$ cat src/rtl/lsu.sv
// Load/store unit between the execute stage and a byte-addressed dmem with 2-cycle registered reads.
// Optional macro LSU_MISALIGN_TRAP_EN turns misaligned halfword/word accesses into error responses.
module lsu #(
  parameter int unsigned DMEM_BYTES = 16384
) (
  input  logic        clk,
  input  logic        rst,
  input  logic        req_valid,
  output logic        req_ready,
  input  logic        req_we,
  input  logic [2:0]  req_funct3,
  input  logic [31:0] req_addr,
  input  logic [31:0] req_wdata,
  output logic        resp_valid,
  output logic [31:0] resp_rdata,
  output logic        resp_err,
  output logic        mem_we,
  output logic [3:0]  mem_wmask,
  output logic [31:0] mem_addr,
  output logic [31:0] mem_wdata,
  input  logic [31:0] mem_rdata
);

  typedef enum logic [1:0] {IDLE, L1, L2} state_e;

  state_e      state_q, state_d;
  logic [31:0] addr_q, addr_d;
  logic [2:0]  funct3_q, funct3_d;
  logic        resp_valid_q, resp_valid_d;
  logic        resp_err_q, resp_err_d;
  logic [31:0] resp_rdata_q, resp_rdata_d;

  logic [2:0]  size;
  logic [3:0]  size_mask;
  logic [32:0] end_addr;
  logic        f3_bad, out_of_range, misaligned, req_err, accept;
  logic [31:0] load_ext;

  assign req_ready  = (state_q == IDLE);
  assign accept     = req_valid && req_ready && !rst;
  assign mem_addr   = (state_q == IDLE) ? req_addr : addr_q;
  assign mem_wdata  = req_wdata;
  assign resp_valid = resp_valid_q;
  assign resp_err   = resp_err_q;
  assign resp_rdata = resp_rdata_q;

  always_comb begin
    size      = 3'd4;
    size_mask = 4'b1111;
    case (req_funct3[1:0])
      2'b00:   begin size = 3'd1; size_mask = 4'b0001; end
      2'b01:   begin size = 3'd2; size_mask = 4'b0011; end
      default: begin size = 3'd4; size_mask = 4'b1111; end
    endcase
  end

  // 33-bit sum so addresses close to 2^32 cannot wrap back into range.
  assign end_addr     = {1'b0, req_addr} + {30'd0, size};
  assign out_of_range = end_addr > 33'(DMEM_BYTES);
  assign f3_bad       = req_we ? (req_funct3[2] || (req_funct3[1:0] == 2'b11))
                               : ((req_funct3 == 3'b011) || (req_funct3 == 3'b110) ||
                                  (req_funct3 == 3'b111));
  assign misaligned   = ((req_funct3[1:0] == 2'b01) && req_addr[0]) ||
                        ((req_funct3[1:0] == 2'b10) && (req_addr[1:0] != 2'b00));

`ifdef LSU_MISALIGN_TRAP_EN
  assign req_err = f3_bad || out_of_range || misaligned;
`else
  assign req_err = f3_bad || out_of_range;
`endif

  always_comb begin
    case (funct3_q)
      3'b000:  load_ext = {{24{mem_rdata[7]}}, mem_rdata[7:0]};
      3'b001:  load_ext = {{16{mem_rdata[15]}}, mem_rdata[15:0]};
      3'b100:  load_ext = {24'd0, mem_rdata[7:0]};
      3'b101:  load_ext = {16'd0, mem_rdata[15:0]};
      default: load_ext = mem_rdata;
    endcase
  end

  always_comb begin
    state_d      = state_q;
    addr_d       = addr_q;
    funct3_d     = funct3_q;
    resp_valid_d = 1'b0;
    resp_err_d   = 1'b0;
    resp_rdata_d = 32'd0;
    mem_we       = 1'b0;
    mem_wmask    = 4'b0000;
    case (state_q)
      IDLE: begin
        if (accept) begin
          addr_d   = req_addr;
          funct3_d = req_funct3;
          if (req_err) begin
            resp_valid_d = 1'b1;
            resp_err_d   = 1'b1;
          end else if (req_we) begin
            mem_we       = 1'b1;
            mem_wmask    = size_mask;
            resp_valid_d = 1'b1;
          end else begin
            state_d = L1;
          end
        end
      end
      L1: state_d = L2;
      L2: begin
        resp_rdata_d = load_ext;
        resp_valid_d = 1'b1;
        state_d      = IDLE;
      end
      default: state_d = IDLE;
    endcase
  end

  always_ff @(posedge clk) begin
    if (rst) begin
      state_q      <= IDLE;
      addr_q       <= 32'd0;
      funct3_q     <= 3'd0;
      resp_valid_q <= 1'b0;
      resp_err_q   <= 1'b0;
      resp_rdata_q <= 32'd0;
    end else begin
      state_q      <= state_d;
      addr_q       <= addr_d;
      funct3_q     <= funct3_d;
      resp_valid_q <= resp_valid_d;
      resp_err_q   <= resp_err_d;
      resp_rdata_q <= resp_rdata_d;
    end
  end

endmodule

$ cat config.mk
export PLATFORM = sky130hd
export DESIGN_NAME = lsu
export DESIGN_NICKNAME = d
export VERILOG_FILES = /design/src/rtl/lsu.sv
export SDC_FILE = /design/constraint.sdc
export NUM_CORES = 1
export LEC_CHECK = 0
export ABC_AREA = 1
export CELL_PAD_IN_SITES_DETAIL_PLACEMENT = 1
export CELL_PAD_IN_SITES_GLOBAL_PLACEMENT = 1
export CORE_MARGIN = 2
export CORE_UTILIZATION = 30
export CTS_BUF_LIST = sky130_fd_sc_hd__clkbuf_8
export DETAILED_ROUTE_END_ITERATION = 8
export PLACE_DENSITY_LB_ADDON = 0.1
export SLEW_MARGIN = 10
export SYNTH_ARGS = -nofsm -noshare
export SYNTH_HDL_FRONTEND = slang
export SYNTH_SLANG_ARGS = --single-unit
$ cat constraint.sdc
create_clock -name clk -period 7.14 [get_ports clk]
set_input_delay 1.428 -clock clk [delete_from_list [all_inputs] [get_ports clk]]
set_output_delay 1.428 -clock clk [all_outputs]
set_load 0.05 [all_outputs]
==> metrics.md <==
| Metric | Value |
|---|---|
| Largest net degree at the start of global routing | `between 60 and 70` |
| Die width | `between 100 and 150 um` |
| Register area | `1420 um^2` |
| HPWL after DPL | `11200 um` |
| Boundary Pins | `around 210` |
| First-pass GRT wire length | `22700 um` |
| Netlist cell types | `27` |
| Worst-Margin Slew | `1.11 ns` |
| Ys async rst share | `0%` |
| CTS tree | `done` |
| Via count | `4578` |
| Cells after synthesis | `683` |
| VDD IR max | `0.000100 V` |
| Post-CTS setup buffer count | `0` |
| CTS Buf Count | `9` |
| Final Cycle Share | `90.5%` |
| IO buf count | `142` |
| GPL Wtd Cong | `0.850` |
| Synth Flop Type | `dfxtp_1` |
| Syn Area/Cell | `6.28 um^2` |
| Status | `finished clean` |
| Post-synthesis sequential area ratio | `33.1%` |
| Fill cells | `between 1500 and 2000` |
| Top cell type by total area after synthesis | `dfxtp_1` |
| Router iterations before antenna repair | `4` |
| Final WL | `14200 um` |
| Number of synthesized flops with an enable pin | `0` |
| First DRT Iteration DRCs | `208` |
| Worst-path clk slew | `0.09 ns` |
| Vias in the first global route | `approximately 4600` |
| Die area | `15300 um^2` |
| Fin nets | `slightly below 900` |
| Most frequent cells in the layout | `nand2_1 (178), clkdlybuf4s50_1 (142), nor2_1 (104)` |
| Initial antenna violation count | `0` |
| Pwr per Cell Area | `170 nW/um^2` |
| CTS Sinks | `71` |
| Post-cts resize count | `0` |
| WP data required | `roughly 5.7 ns` |
| Global-route usage over all layers | `19.2%` |
| Setup CP Type | `input port to primary output` |
| CTS Hold Bufs | `0` |
| Critical path startpoint category | `input port` |
| Maximum fanout along the worst path | `6` |
| Most common cell after layout, fill and taps aside | `nand2_1` |
| Setup violators final | `0` |
| Inserted Diodes | `0` |
| CTS H-tree lvls | `3` |
| Multi-input gate area | `2140 um^2` |
| Synthesized net count | `790` |
| GR Overflow Total | `0` |
| Chip height | `124 um` |
| Worst Hold Class | `flop to flop` |
| Setup crit end kind | `primary output` |
| Worst EP arrival | `5.04 ns` |
| Skew final | `0.00616 ns` |
| Setup_tns | `0 ns` |
| FMAX | `155 MHz` |
| Clk_lat worst skew | `0.37 ns` |
| Area Overhead vs Synth | `36.8%` |
| Row count | `between 40 and 50` |
| Syn. warnings | `0` |
| Final hold violation count | `0` |
| Slew Limit Fails | `0` |
| Yosys reg bits | `71` |
| Final ANT Viol Nets | `0` |
| Longest Clk Path Bufs | `2` |
| Synth top area share | `33.1%` |
| Util after Layout | `between 40% and 50%` |
| RSZ-0062 raised after global routing | `no` |
| Cell leakage power | `2.65 nW` |
| Vias per cell | `4.74` |
| Residual DRC | `0` |
| Area of the core | `approximately 14000 um^2` |
| WL per Instance | `about 15 um` |
| Post-Syn Area | `4290 um^2` |
| Worst slew margin | `roughly 26%` |
| Largest cells by area after synthesis | `dfxtp_1 (33%), nand2_1 (16%), nor2_1 (9.2%)` |
| CTS Root Cell | `clkbuf_8` |
| Starting density of the core | `30.8%` |
| Max_cap viols | `0` |
| Layout cell share with drive strength beyond 1 | `5.60%` |
| Tmin final | `between 6 and 7 ns` |
==> layer usage <==
| layer | part of all wire, % | vias up | track usage [%] |
|---|---|---|---|
| met4 | 0.48 | 0 | 4.12 |
| li1 | - | 2291 | - |
| met2 | 51 | 116 | 34.0 |
| met3 | 5.3 | 9 | 5.17 |
| met5 | 0 | - | 0 |
| met1 | 44 | 2162 | 23.3 |
==> area by class of cell <==
cell class | instances | area share, %
multi-input cells | 450 | 36.5
well taps | 180 | 3.84
clock inverters | 7 | 1.77
inverters | 104 | 6.65
flip-flops and latches | 71 | 24.2
clock buffers | 9 | 2.11
repair buffers | 145 | 24.9
==> cell usage after synthesis (3+ instances only) <==
cell type and n:
a21oi_1 13, clkbuf_1 23, dfxtp_1 71, nand3_2 3, ha_1 3, inv_1 102
nand2_2 4, o21ai_1 5, buf_4 35, a211oi_1 34, nor2_2 9, nor2_1 105
o21ai_0 51, nand3_1 18, nand4_1 6, xor2_1 5, nand3b_1 6, nand2_1 178
==> per-stage QoR <==
stage	hold slack (ns)	setup slack, ns	instance area [um^2]	instances	power, mW
floorplan	0.431	1.47	4290	683	0.580
global placement	0.447	0.734	5610	949	0.623
detailed placement	0.455	0.678	5610	949	0.628
finish	0.468	0.677	5870	966	0.995
global route	0.494	0.298	5870	966	1.05
CTS	0.472	0.676	5840	965	1.02
==> state kept, by name, summed over array words and instances, names as in the netlist <==
signal	flops
funct3_q	3
addr_q	32
resp_err	1
state_q	2
resp_valid	1
resp_rdata	32
==> kinds of logic (layout without fill, tap and decap cells) <==
logic type | count (synthesis) | after routing | share of synthesized area, %
adders and majority gates | 4 | 4 | 1.34
buffers and inverters | 162 | 265 | 17.2
xor gates and xnor gates | 6 | 6 | 1.23
DFF | 71 | 71 | 33.1
AOI/OAI and AO/OA | 103 | 103 | 14.0
and+or+nand+nor | 337 | 337 | 33.1
==> critical path, stage by stage <==
cell             delay (ns)
clkdlybuf4s50_1        0.52
nor2_1                 0.21
ha_1                   0.26
fa_1                   0.44
or2_2                  0.31
a21oi_1                0.12
nand3_1                0.08
nor2_1                 0.10
nand2_1                0.06
nor2_1                 0.09
nand3_1                0.07
nand2_1                0.08
inv_1                  0.06
nor2_2                 0.14
nand2_1                0.06
nor2_1                 0.16
clkdlybuf4s50_1        0.84
==> path summary, 6_finish.rpt <==
path,start,endpoint,slack [ns],cells past startpoint
hold reg to reg,addr_q[14],addr_q[14],0.47,2
setup / recovery,req_funct3[1],mem_wmask[2],0.68,17
setup reg to reg,funct3_q[1],resp_rdata[17],4.80,5
hold / removal,addr_q[14],addr_q[14],0.47,2
==> power by group <==
| part | switching [mW] | internal (mW) | leakage (nW) |
|---|---|---|---|
| Sequential | 0.00467 | 0.409 | 0.579 |
| Combinational | 0.125 | 0.0796 | 1.96 |
| Clock | 0.176 | 0.201 | 0.108 |
| Total | 0.305 | 0.690 | 2.65 |
(Power assumes the default switching activity.)
